<file path="src/rtl/spi_pkg.sv">
// Shared definitions for the SPI slave receiver.
//   state_e           : receiver FSM state encoding
//   SPI_DEFAULT_WIDTH : default frame length in bits
//   MODE0..MODE3      : SPI modes encoded as {cpol, cpha}
package spi_pkg;

  typedef enum logic [1:0] {
    WAIT_IDLE = 2'd0,
    IDLE      = 2'd1,
    ACTIVE    = 2'd2
  } state_e;

  localparam int unsigned SPI_DEFAULT_WIDTH = 8;

  localparam logic [1:0] MODE0 = 2'b00;
  localparam logic [1:0] MODE1 = 2'b01;
  localparam logic [1:0] MODE2 = 2'b10;
  localparam logic [1:0] MODE3 = 2'b11;

endpackage

</file>
<file path="src/rtl/spi_sync_edge.sv">
// Single-bit synchronizer with edge detection.
// Ports:
//   clk, rst : system clock, synchronous active-high reset
//   d        : asynchronous input bit
//   q        : synchronized level (after SYNC_STAGES flops)
//   rise     : one-cycle pulse on synchronized 0->1 transition
//   fall     : one-cycle pulse on synchronized 1->0 transition
module spi_sync_edge #(
  parameter int unsigned SYNC_STAGES = 2
) (
  input  logic clk,
  input  logic rst,
  input  logic d,
  output logic q,
  output logic rise,
  output logic fall
);

  logic [SYNC_STAGES-1:0] sync_q, sync_d;
  logic                   prev_q, prev_d;

  always_comb begin
    // Low SYNC_STAGES bits of {chain, d}: shift d in at the bottom.
    sync_d = SYNC_STAGES'({sync_q, d});
    prev_d = sync_q[SYNC_STAGES-1];
  end

  always_ff @(posedge clk) begin
    if (rst) begin
      sync_q <= '0;
      prev_q <= 1'b0;
    end else begin
      sync_q <= sync_d;
      prev_q <= prev_d;
    end
  end

  assign q    = sync_q[SYNC_STAGES-1];
  assign rise = q & ~prev_q;
  assign fall = ~q & prev_q;

endmodule

</file>
<file path="src/rtl/spi_slave_rx.sv">
// SPI slave receiver/transmitter, all SPI modes, oversampled by clk.
// Ports:
//   clk, rst          : system clock, synchronous active-high reset
//   cpol, cpha        : SPI mode, latched when a frame starts
//   sck, ss, mosi     : asynchronous SPI inputs (ss active-low)
//   miso              : serial data to master, MSB first, 0 when not selected
//   tx_data, tx_load  : byte for the next frame, captured on tx_load
//   rx_data, rx_valid : received frame and its valid flag
//   rx_ready          : consumer accept for rx_data
//   busy              : slave selected and active
//   overrun           : sticky, frame dropped while rx_data unconsumed
// Optional feature: define SPI_SLAVE_OVERRUN_EN to keep unconsumed frames
// and flag overrun; otherwise new frames overwrite rx_data.
module spi_slave_rx
  import spi_pkg::*;
#(
  parameter int unsigned WIDTH       = SPI_DEFAULT_WIDTH,
  parameter int unsigned SYNC_STAGES = 2
) (
  input  logic             clk,
  input  logic             rst,
  input  logic             cpol,
  input  logic             cpha,
  input  logic             sck,
  input  logic             ss,
  input  logic             mosi,
  output logic             miso,
  input  logic [WIDTH-1:0] tx_data,
  input  logic             tx_load,
  output logic [WIDTH-1:0] rx_data,
  output logic             rx_valid,
  input  logic             rx_ready,
  output logic             busy,
  output logic             overrun
);

  localparam int unsigned CW = $clog2(WIDTH + 1);

  logic sck_s, sck_rise, sck_fall;
  logic ss_s, ss_rise, ss_fall;
  logic mosi_s;
  logic [SYNC_STAGES-1:0] mosi_sync_q, mosi_sync_d;

  state_e           state_q, state_d;
  logic             cpol_q, cpol_d, cpha_q, cpha_d;
  logic [WIDTH-1:0] shift_q, shift_d;
  logic [WIDTH-1:0] tx_buf_q, tx_buf_d;
  logic [WIDTH-1:0] rx_data_q, rx_data_d;
  logic [CW-1:0]    cnt_q, cnt_d;
  logic             miso_q, miso_d;
  logic             rx_valid_q, rx_valid_d;
`ifdef SPI_SLAVE_OVERRUN_EN
  logic             overrun_q, overrun_d;
`endif

  logic             lead_edge, trail_edge, sample_edge, shift_edge;
  logic [WIDTH-1:0] frame;
  logic             frame_done;

  spi_sync_edge #(.SYNC_STAGES(SYNC_STAGES)) u_sck_sync (
    .clk(clk), .rst(rst), .d(sck), .q(sck_s), .rise(sck_rise), .fall(sck_fall)
  );

  spi_sync_edge #(.SYNC_STAGES(SYNC_STAGES)) u_ss_sync (
    .clk(clk), .rst(rst), .d(ss), .q(ss_s), .rise(ss_rise), .fall(ss_fall)
  );

  // mosi shares the sck latency so sampled data lines up with the sck edge.
  assign mosi_sync_d = SYNC_STAGES'({mosi_sync_q, mosi});
  assign mosi_s      = mosi_sync_q[SYNC_STAGES-1];

  // Leading edge: sck moves away from its idle level; trailing: returns to it.
  assign lead_edge   = (sck_rise | sck_fall) & (sck_s != cpol_q);
  assign trail_edge  = (sck_rise | sck_fall) & (sck_s == cpol_q);
  assign sample_edge = cpha_q ? trail_edge : lead_edge;
  assign shift_edge  = cpha_q ? lead_edge : trail_edge;

  always_comb begin
    state_d    = state_q;
    cpol_d     = cpol_q;
    cpha_d     = cpha_q;
    shift_d    = shift_q;
    tx_buf_d   = tx_buf_q;
    rx_data_d  = rx_data_q;
    cnt_d      = cnt_q;
    miso_d     = miso_q;
    rx_valid_d = rx_valid_q;
`ifdef SPI_SLAVE_OVERRUN_EN
    overrun_d  = overrun_q;
`endif
    frame      = {shift_q[WIDTH-2:0], mosi_s};
    frame_done = 1'b0;

    if (tx_load) tx_buf_d = tx_data;
    if (rx_valid_q && rx_ready) rx_valid_d = 1'b0;

    case (state_q)
      WAIT_IDLE: begin
        miso_d = 1'b0;
        cnt_d  = '0;
        if (ss_s) state_d = IDLE;
      end
      IDLE: begin
        miso_d = 1'b0;
        cnt_d  = '0;
        if (ss_fall) begin
          state_d = ACTIVE;
          cpol_d  = cpol;
          cpha_d  = cpha;
          shift_d = tx_buf_q;
          // cpha=0: master samples before any shift edge, so MSB goes out now.
          miso_d  = cpha ? 1'b0 : tx_buf_q[WIDTH-1];
        end
      end
      ACTIVE: begin
        if (ss_rise) begin
          state_d = IDLE;
          cnt_d   = '0;
          miso_d  = 1'b0;
        end else if (sample_edge) begin
          if (cnt_q == CW'(WIDTH - 1)) begin
            cnt_d      = '0;
            shift_d    = tx_buf_q;
            frame_done = 1'b1;
          end else begin
            cnt_d   = cnt_q + CW'(1);
            shift_d = frame;
          end
        end else if (shift_edge) begin
          // Register already shifted on the sample edge; its MSB is the next bit.
          miso_d = shift_q[WIDTH-1];
        end
      end
      default: state_d = WAIT_IDLE;
    endcase

    if (frame_done) begin
`ifdef SPI_SLAVE_OVERRUN_EN
      if (rx_valid_q && !rx_ready) begin
        overrun_d = 1'b1;
      end else begin
        rx_data_d  = frame;
        rx_valid_d = 1'b1;
      end
`else
      rx_data_d  = frame;
      rx_valid_d = 1'b1;
`endif
    end
  end

  always_ff @(posedge clk) begin
    if (rst) begin
      state_q     <= WAIT_IDLE;
      cpol_q      <= 1'b0;
      cpha_q      <= 1'b0;
      shift_q     <= '0;
      tx_buf_q    <= '0;
      rx_data_q   <= '0;
      cnt_q       <= '0;
      miso_q      <= 1'b0;
      rx_valid_q  <= 1'b0;
      mosi_sync_q <= '0;
`ifdef SPI_SLAVE_OVERRUN_EN
      overrun_q   <= 1'b0;
`endif
    end else begin
      state_q     <= state_d;
      cpol_q      <= cpol_d;
      cpha_q      <= cpha_d;
      shift_q     <= shift_d;
      tx_buf_q    <= tx_buf_d;
      rx_data_q   <= rx_data_d;
      cnt_q       <= cnt_d;
      miso_q      <= miso_d;
      rx_valid_q  <= rx_valid_d;
      mosi_sync_q <= mosi_sync_d;
`ifdef SPI_SLAVE_OVERRUN_EN
      overrun_q   <= overrun_d;
`endif
    end
  end

  assign miso     = miso_q;
  assign rx_data  = rx_data_q;
  assign rx_valid = rx_valid_q;
  assign busy     = (state_q == ACTIVE);
`ifdef SPI_SLAVE_OVERRUN_EN
  assign overrun  = overrun_q;
`else
  assign overrun  = 1'b0;
`endif

endmodule

</file>
<file path="config.mk">
export PLATFORM = sky130hd
export DESIGN_NAME = spi_slave_rx
export DESIGN_NICKNAME = d
export VERILOG_FILES = /design/src/rtl/spi_pkg.sv /design/src/rtl/spi_sync_edge.sv /design/src/rtl/spi_slave_rx.sv
export SDC_FILE = /design/constraint.sdc
export NUM_CORES = 1
export LEC_CHECK = 0
export BUFFER_PORTS_ARGS = -buffer_cell sky130_fd_sc_hd__buf_2
export CAP_MARGIN = 20
export CORE_UTILIZATION = 40
export DETAILED_ROUTE_END_ITERATION = 6
export MAX_ROUTING_LAYER = met4
export PLACE_DENSITY = 0.61
export REMOVE_ABC_BUFFERS = 1
export SLEW_MARGIN = 20
export SYNTH_ARGS = -nofsm -noshare
export SYNTH_HDL_FRONTEND = slang
export SYNTH_SLANG_ARGS = --single-unit
</file>
<file path="constraint.sdc">
create_clock -name clk -period 1.75 [get_ports clk]
set_input_delay 0.2625 -clock clk [delete_from_list [all_inputs] [get_ports clk]]
set_output_delay 0.2625 -clock clk [all_outputs]
set_load 0.005 [all_outputs]
</file>
==> out/qor.csv, run 1 <==
metric;value;unit
post-DR wirelength/cell;13.2;um
# fillers;465;
Max Root-Sink Buffers;2;
ant diodes;0;
Post-Syn Instances;214;
CP max stage cell;mux2_2;
synth-to-layout area growth;16.5;%
Post-synth EDFFs;0;
WP data arrival;1.89;ns
die span in y;71.8;um
power density over the cells;789;nW/um^2
post-route clock period utilization;96.7;%
Max Transition Viols Final;0;
RSZ-0062 raised after global routing;yes;
top cells by area, synth;dfxtp_1 43%, mux2i_1 6.7%, nor2b_1 6.4%;
Hold Crit Class;in2reg;
crit path cell chain;xor2_2 -> mux2_4 -> o221ai_4 -> mux2_2;
First-pass DRT Iterations;7;
Crit path largest cell delay;0.38;ns
synth warn;0;
vias in the first global route;1436;
area share of the largest cell type after synthesis;43.1;%
syn avg cell area;9.12;um^2
commonest register cell after synthesis;dfxtp_1;
max_cap viols;0;
crit end category;flip-flop;
Buf+Inv Stages, Crit Path;0;
vias;1566;
initial antenna violation count;0;
# rows;25;
WP data required;1.94;ns
initial cell density of the core;41.6;%
Clk Latency, worst-skew pair;0.31;ns
H-tree Lvls;2;
status;complete, but fails checks;
# IOs;29;
global-route wire length before repair;6710;um
Core ar.;4690;um^2
Die X;71.8;um
Power, Total;1.79;mW
nets@finish;266;
routed length on met2;1770;um
final setup vio count;0;
ys async rst share;0;%
reg-to-reg slack, setup;0.06;ns
PortBufs;27;
dpl hpwl;2650;um
mapped cell area;1950;um^2
clock tree sinks;42;
# DRC;1;
Num CTS Buffers;5;
die area;5160;um^2
clock-pin slew on the worst setup and hold paths;0.09;ns
worst hold slack;0.163;ns
Seq/Total Area, Yosys;43.1;%
Max Freq;0.591;GHz
violated checks;DRC;
Max VDD drop;0.466;mV
Slew Limit Headroom;54.0;%
Starting DRT DRC Count;126;
vias per std cell;5.26;
CTS root buffer;clkbuf_8;
Cell variety after synth;36;
GP Congestion;0.703;
cell taking the most area after synthesis;dfxtp_1;
Pleak;0.914;nW
FF+latch count, synth;42;
clk_skew;0.0117;ns
final hold viol count;0;
GRT Residual Overflow;0;
crit start category;flip-flop;
Largest delay share family, worst path;multiplexers;
most frequent cell after synthesis;dfxtp_1;
share of cells above drive strength 1;25.8;%
wl on met1;1960;um
Tmin final;1.69;ns
Crit Path Max Fanout;8;
post-placement cell area;2160;um^2
gr usage total;17.2;%
post-route ant nets;0;
Commonest cells post-synth;42 x dfxtp_1, 21 x a21oi_1, 20 x nor2b_1, 19 x nand3_1, 17 x o21ai_0;
CTS tree;built;
DRT Wirelength;3930;um
worst setup path class;reg2reg;
fin area;2270;um^2
met3 WL;105;um
measured slew at the worst slew-check pin;0.689;ns
uppermost routed layer;met4;
largest net degree at the start of global routing;40;
-- stage by stage --
| stage | utilization [%] | setup WS, ns | setup TNS, ns | cells |
|---|---|---|---|---|
| after floorplan | - | -0.0708 | -0.566 | 200 |
| after global placement | 45.9 | 0.0439 | 0 | 289 |
| after detailed placement | 45.9 | -0.0255 | -0.185 | 289 |
| after CTS | 47.9 | 0.0349 | 0 | 297 |
| after global routing | 48.5 | -0.0116 | -0.0298 | 298 |
| final | 48.5 | 0.0586 | 0 | 298 |
-- layout by cell type, fill, tap and decap left out, drive strengths merged, types with 2 or more instances in the layout --
master | netlist | routed
a21boi | 2 | 2
a21oi | 21 | 21
a31oi | 3 | 3
and3 | 2 | 2
buf | 5 | 36
clkbuf | 9 | 5
dfxtp | 42 | 42
ha | 6 | 6
inv | 6 | 7
mux2 | 9 | 9
mux2i | 13 | 13
nand2 | 2 | 2
nand2b | 3 | 3
nand3 | 19 | 19
nand3b | 4 | 4
nor2 | 14 | 14
nor2b | 20 | 20
o211ai | 2 | 2
o21ai | 17 | 17
o32ai | 2 | 2
-- cell type report --
type	instances	area (um^2)	share of cell area, %
Multi-Input combinational cell	152	1040	45.8
Clock buffer	5	68.8	3.03
Sequential cell	42	845	37.1
Inverter	6	22.5	0.991
Tap cell	54	67.6	2.97
Clock inverter	3	25.0	1.10
Timing Repair Buffer	36	203	8.92
-- final timing paths --
path / start / end / depth (start not counted)
worst max-delay path: cpha_q / shift_q[0] / 4
worst min-delay path: sck / u_sck_sync.sync_q[0] / 2
worst max register to register: cpha_q / shift_q[0] / 4
worst min register to register: mosi_sync_q[0] / mosi_sync_q[1] / 1
-- repair_timing --
action	4_1_cts	5_1_grt
endpoints found under the setup margin	8	19
pin swaps	0	2
buffers inserted	0	1
gates resized for setup	1	8
hold buffers	0	0
-- per-layer routing --
metal	track usage (%)	vias up
met5	-	-
met4	8.71	0
met3	3.09	9
met2	25.5	28
met1	22.5	726
li1	-	803
-- where the power goes --
part,total (mW),internal (mW),switching [mW]
clock,0.661,0.288,0.373
combinational,0.137,0.0642,0.0723
sequential,0.996,0.979,0.0162
total,1.79,1.33,0.461
-- registers in the layout, indices dropped and copies added, names as in the netlist --
signal and count:
u_ss_sync.sync_q 2, cnt_q 4, rx_data 8, state_q 2, mosi_sync_q 2, miso 1
tx_buf_q 8, rx_valid 1, cpol_q 1, u_sck_sync.prev_q 1, u_sck_sync.sync_q 2, cpha_q 1
u_ss_sync.prev_q 1, shift_q 8
-- logic make-up (layout without fill, tap and decap cells) --
| family | Yosys count | after routing | share of synthesized area (%) |
|---|---|---|---|
| simple gates | 72 | 72 | 20.5 |
| mux | 22 | 22 | 12.1 |
| fa+ha+maj | 6 | 6 | 3.85 |
| compound gates | 50 | 50 | 15.4 |
| xor+xnor | 1 | 1 | 0.834 |
| other cells | 1 | 1 | 0.192 |
| flops | 42 | 42 | 43.1 |
| buf+inv | 20 | 50 | 4.10 |
Power figures use the tool's default switching activity.
==> run 2: changes to the inputs <==
--- a/config.mk
+++ b/config.mk
@@ -10,7 +10,7 @@
 export CORE_UTILIZATION = 40
 export DETAILED_ROUTE_END_ITERATION = 6
 export MAX_ROUTING_LAYER = met4
-export PLACE_DENSITY = 0.61
+export PLACE_DENSITY_LB_ADDON = 0.2
 export REMOVE_ABC_BUFFERS = 1
 export SLEW_MARGIN = 20
 export SYNTH_ARGS = -nofsm -noshare
==> run 2 against run 1 <==
Against the previous run: combinational power is essentially flat; setup slack lost 0.0021 ns; utilization shrank 0.56 points; highest routed layer unchanged; clock-buffer cell count is the same; register-to-register slack is essentially flat; the run now ends clean.
==> out/qor.csv, run 2 (synthesis gave the netlist of run 1 again) <==
metric;value;unit
fin area;2250;um^2
Final WS setup;0.0565;ns
GP Congestion;0.739;
post-DR wirelength/cell;12.6;um
vias;1518;
met1 usage;21.6;%
Finished Layout Cells;297;
die span in y;71.8;um
CTS Hold Buffers Added;0;
R2R Path End;shift_q[2];
crit path cell chain;xor2_2 -> mux2_4 -> o221ai_4 -> mux2_2;
Post-Place Cells;290;
Critical R2R Launch;cpol_q;
status;finished, final reports clean;
dpl hpwl;2620;um
H-tree Lvls;2;
nets@finish;266;
number of cells on the critical path;4;
Buf+Inv Stages, Crit Path;0;
gr usage total;16.3;%
PortBufs;27;
Crit Path Max Fanout;8;
post-route ant nets;0;
CTS tree;built;
share of cells above drive strength 1;23.9;%
measured slew at the worst slew-check pin;0.706;ns
setup TNS after final layout;0;ns
RSZ-0062 raised after global routing;no;
crit path to;shift_q[2];
pre-CTS WS;0.00309;ns
worst hold slack;0.185;ns
initial cell density of the core;41.6;%
crit start category;flip-flop;
Worst R2R Path Depth;4;
Max VDD drop;0.531;mV
CP max stage cell;mux2_2;
Starting DRT DRC Count;138;
reg-to-reg slack, setup;0.06;ns
# IOs;29;
final hold viol count;0;
clk_skew;0.00724;ns
WP data required;1.92;ns
Pleak;0.910;nW
vias per std cell;5.11;
clock-pin slew on the worst setup and hold paths;0.08;ns
# rows;25;
worst setup path class;reg2reg;
Clk Latency, worst-skew pair;0.28;ns
global routing met2 resource utilization;25.6;%
GRT busiest layer;met2;
GR Layer Usage met3;3.94;%
crit end category;flip-flop;
Max Root-Sink Buffers;2;
Post-CTS Setup Inserts;0;
# DRC;0;
CTS root buffer;clkbuf_8;
Setup crit start;cpol_q;
Largest delay share family, worst path;multiplexers;
Core ar.;4690;um^2
WP data arrival;1.86;ns
global-route wire length before repair;6570;um
final setup vio count;0;
DRT Wirelength;3750;um
Max Freq;0.590;GHz
Die X;71.8;um
GRT Residual Overflow;0;
die area;5160;um^2
synth-to-layout area growth;15.2;%
max_cap viols;0;
initial antenna violation count;0;
commonest non-fill, non-tap cell in the layout;dfxtp_1;
vias in the first global route;1457;
Hold Crit Class;in2reg;
power density over the cells;759;nW/um^2
clock tree sinks;42;
Crit path largest cell delay;0.38;ns
Max Transition Viols Final;0;
Tmin final;1.69;ns
Slew Limit Headroom;52.9;%
post-placement cell area;2160;um^2
First-pass DRT Iterations;4;
ant diodes;0;
Num CTS Buffers;5;
most frequent cells in the layout;40 x dfxtp_1, 27 x buf_2, 21 x a21oi_1;
largest net degree at the start of global routing;40;
post-route clock period utilization;96.8;%
## run 2: changes by cell type in the layout (fill, tap and decap cells not counted), sizes merged
cell      previous run  this run
clkinv               1         2
clkinvlp             1         0
inv                  7         6
## run 2: stage by stage
stage	total power, mW	util [%]
6_report	1.71	47.9
5_1_grt	1.79	47.9
4_1_cts	1.73	47.8
3_5_place_dp	1.15	46.1
3_3_place_gp	1.15	46.1
2_1_floorplan	1.09	-
## run 2: layout make-up
type | count | area, um^2
inverters | 6 | 22.5
clock buffers | 5 | 68.8
well taps | 54 | 67.6
clock inverters | 2 | 10.0
multi-input cells | 152 | 1030
flip-flops and latches | 42 | 843
repair buffers | 36 | 203
fillers | 475 | 2440
## run 2: repair_timing
action                     in CTS  in global routing
setup endpoints to repair       1                  8
gates resized for setup         1                  5
pin swaps                       0                  1
## run 2: how the worst min path moves through the flow
stage               cells past startpoint  slack, ns                  from              endpoint
finish                                  2       0.19                   sck  u_sck_sync.sync_q[0]
global route                            2       0.19                   sck  u_sck_sync.sync_q[0]
CTS                                     2       0.18                   sck  u_sck_sync.sync_q[0]
detailed placement                      1       0.43  u_sck_sync.sync_q[0]  u_sck_sync.sync_q[1]
global placement                        1       0.41  u_sck_sync.sync_q[0]  u_sck_sync.sync_q[1]
floorplan                               1       0.33                   rst            rx_data[0]
## run 2: routing by layer
layer / vias to the layer above / part of all wire, %
met5: - / 0
met4: 0 / 0.45
met3: 2 / 2.9
met2: 19 / 43
met1: 696 / 53
li1: 801 / -
## run 2: where the power goes
part	switching (mW)	leakage (nW)	internal [mW]
registers	0.0149	0.343	0.979
clock network	0.306	0.0438	0.268
logic	0.0729	0.524	0.0646
==> run 3: changes to the inputs <==
--- a/config.mk
+++ b/config.mk
@@ -9,7 +9,6 @@
 export CAP_MARGIN = 20
 export CORE_UTILIZATION = 40
 export DETAILED_ROUTE_END_ITERATION = 6
-export MAX_ROUTING_LAYER = met4
 export PLACE_DENSITY_LB_ADDON = 0.2
 export REMOVE_ABC_BUFFERS = 1
 export SLEW_MARGIN = 20
==> run 3 against run 2 <==
Against the previous run: sequential power is essentially flat; largest power group unchanged; highest routed layer unchanged; setup slack better by 0.0024 ns; non-clock buffer count did not move; critical endpoint unchanged; final cell count did not move.
==> out/qor.csv, run 3 (synthesis gave the netlist of run 1 again) <==
metric;value;unit
CTS tree;built;
Buf+Inv Stages, Crit Path;0;
# DRC;0;
sw frac;23.2;%
max_cap viols;0;
PortBufs;27;
P_sw;395;uW
GRT busiest layer;met2;
CTS root buffer;clkbuf_8;
clk_skew;0.00673;ns
WP data arrival;1.86;ns
gr usage total;15.9;%
power density over the cells;760;nW/um^2
Power, Total;1.71;mW
largest net degree at the start of global routing;40;
RSZ-0062 raised after global routing;no;
sequential group share of total power;58.2;%
clock-pin slew on the worst setup and hold paths;0.08;ns
ant diodes;0;
Worst R2R Path Depth;4;
Die X;71.8;um
die span in y;71.8;um
clock tree sinks;42;
First-pass DRT Iterations;4;
Crit Path Max Fanout;8;
GP Congestion;0.730;
# fillers;475;
worst setup path class;reg2reg;
initial cell density of the core;41.6;%
worst hold slack;0.183;ns
vias per std cell;5.12;
H-tree Lvls;2;
synth-to-layout area growth;15.2;%
Starting DRT DRC Count;165;
met1 usage;21.3;%
number of cells on the critical path;4;
most frequent cells in the layout;40 x dfxtp_1, 27 x buf_2, 21 x a21oi_1;
crit end category;flip-flop;
Tmin final;1.69;ns
Crit path largest cell delay;0.38;ns
commonest non-fill, non-tap cell in the layout;dfxtp_1;
Max Transition Viols Final;0;
Hold Crit Class;in2reg;
CP max stage cell;mux2_2;
vias in the first global route;1456;
GRT Residual Overflow;0;
final hold viol count;0;
status;finished, final reports clean;
dpl hpwl;2620;um
Max Root-Sink Buffers;2;
global-route wire length before repair;6570;um
Num CTS Buffers;5;
GR Layer Usage met3;3.94;%
Slew Limit Headroom;52.8;%
Pleak;0.910;nW
Largest delay share family, worst path;multiplexers;
vias;1522;
hold-critical path depth;2;
post-route ant nets;0;
Combinational Power Share;8.0;%
post-route clock period utilization;96.6;%
global routing met2 resource utilization;26.0;%
CTS Hold Buffers Added;0;
share of cells above drive strength 1;23.9;%
WP data required;1.92;ns
# rows;25;
crit start category;flip-flop;
# IOs;29;
nets@finish;266;
crit path cell chain;xor2_2 -> mux2_4 -> o221ai_4 -> mux2_2;
measured slew at the worst slew-check pin;0.708;ns
Max Freq;0.591;GHz
Internal;1.31;mW
Post-CTS Setup Inserts;0;
initial antenna violation count;0;
final setup vio count;0;
die area;5160;um^2
Core ar.;4690;um^2
post-DR wirelength/cell;12.6;um
Clk Latency, worst-skew pair;0.28;ns
DRT Wirelength;3740;um
clock power share;33.7;%
Max VDD drop;0.531;mV
## run 3: cell counts in the layout (fill, tap and decap cells not counted)
Identical to the previous run, type by type.
## run 3: repair_timing
item / in CTS / in global routing
endpoints found under the hold margin: 0 / 0
gates cloned: 0 / 0
pin swaps: 0 / 1
gates resized for setup: 1 / 5
setup endpoints to repair: 1 / 8
## run 3: through the flow
step	cells	worst slack, ns	setup TNS [ns]	utilization, %	area (um^2)
floorplan	200	-0.0708	-0.566	-	1890
global placement	290	0.0699	0	46.1	2160
detailed placement	290	0.00309	0	46.1	2160
CTS	297	0.0356	0	47.8	2240
global route	297	0.00742	0	47.9	2250
finish	297	0.0588	0	47.9	2250
## run 3: power groups by stage
stage                     Combinational (mW)  Clock [mW]  Sequential (mW)
after global routing                   0.154       0.640            0.998
after global placement                 0.137           0             1.02
after CTS                              0.139       0.594            0.994
after floorplan                       0.0771           0             1.01
after detailed placement               0.137           0             1.02
final                                  0.137       0.575            0.994
## run 3: worst paths after layout
kind                                     startpoint  slack, ns                   end
worst min register to register  u_ss_sync.sync_q[0]       0.44   u_ss_sync.sync_q[1]
worst max register to register               cpol_q       0.06            shift_q[2]
worst max-delay path                         cpol_q       0.06            shift_q[2]
worst min-delay path                            sck       0.18  u_sck_sync.sync_q[0]
## run 3: routing by layer
layer  wire (um)  vias up
met5           0        -
met4          17        0
met3         112        2
met2        1610       21
met1        2000      699
li1            -      800
## run 3: cell type report
| cell class | count | area [um^2] | area share [%] |
|---|---|---|---|
| tap | 54 | 67.6 | 3.01 |
| sequential | 42 | 843 | 37.5 |
| inverter | 6 | 22.5 | 1.00 |
| clock buffer | 5 | 68.8 | 3.06 |
| timing repair buffer | 36 | 203 | 9.02 |
| multi-input combinational | 152 | 1030 | 45.9 |
| clock inverter | 2 | 10.0 | 0.445 |
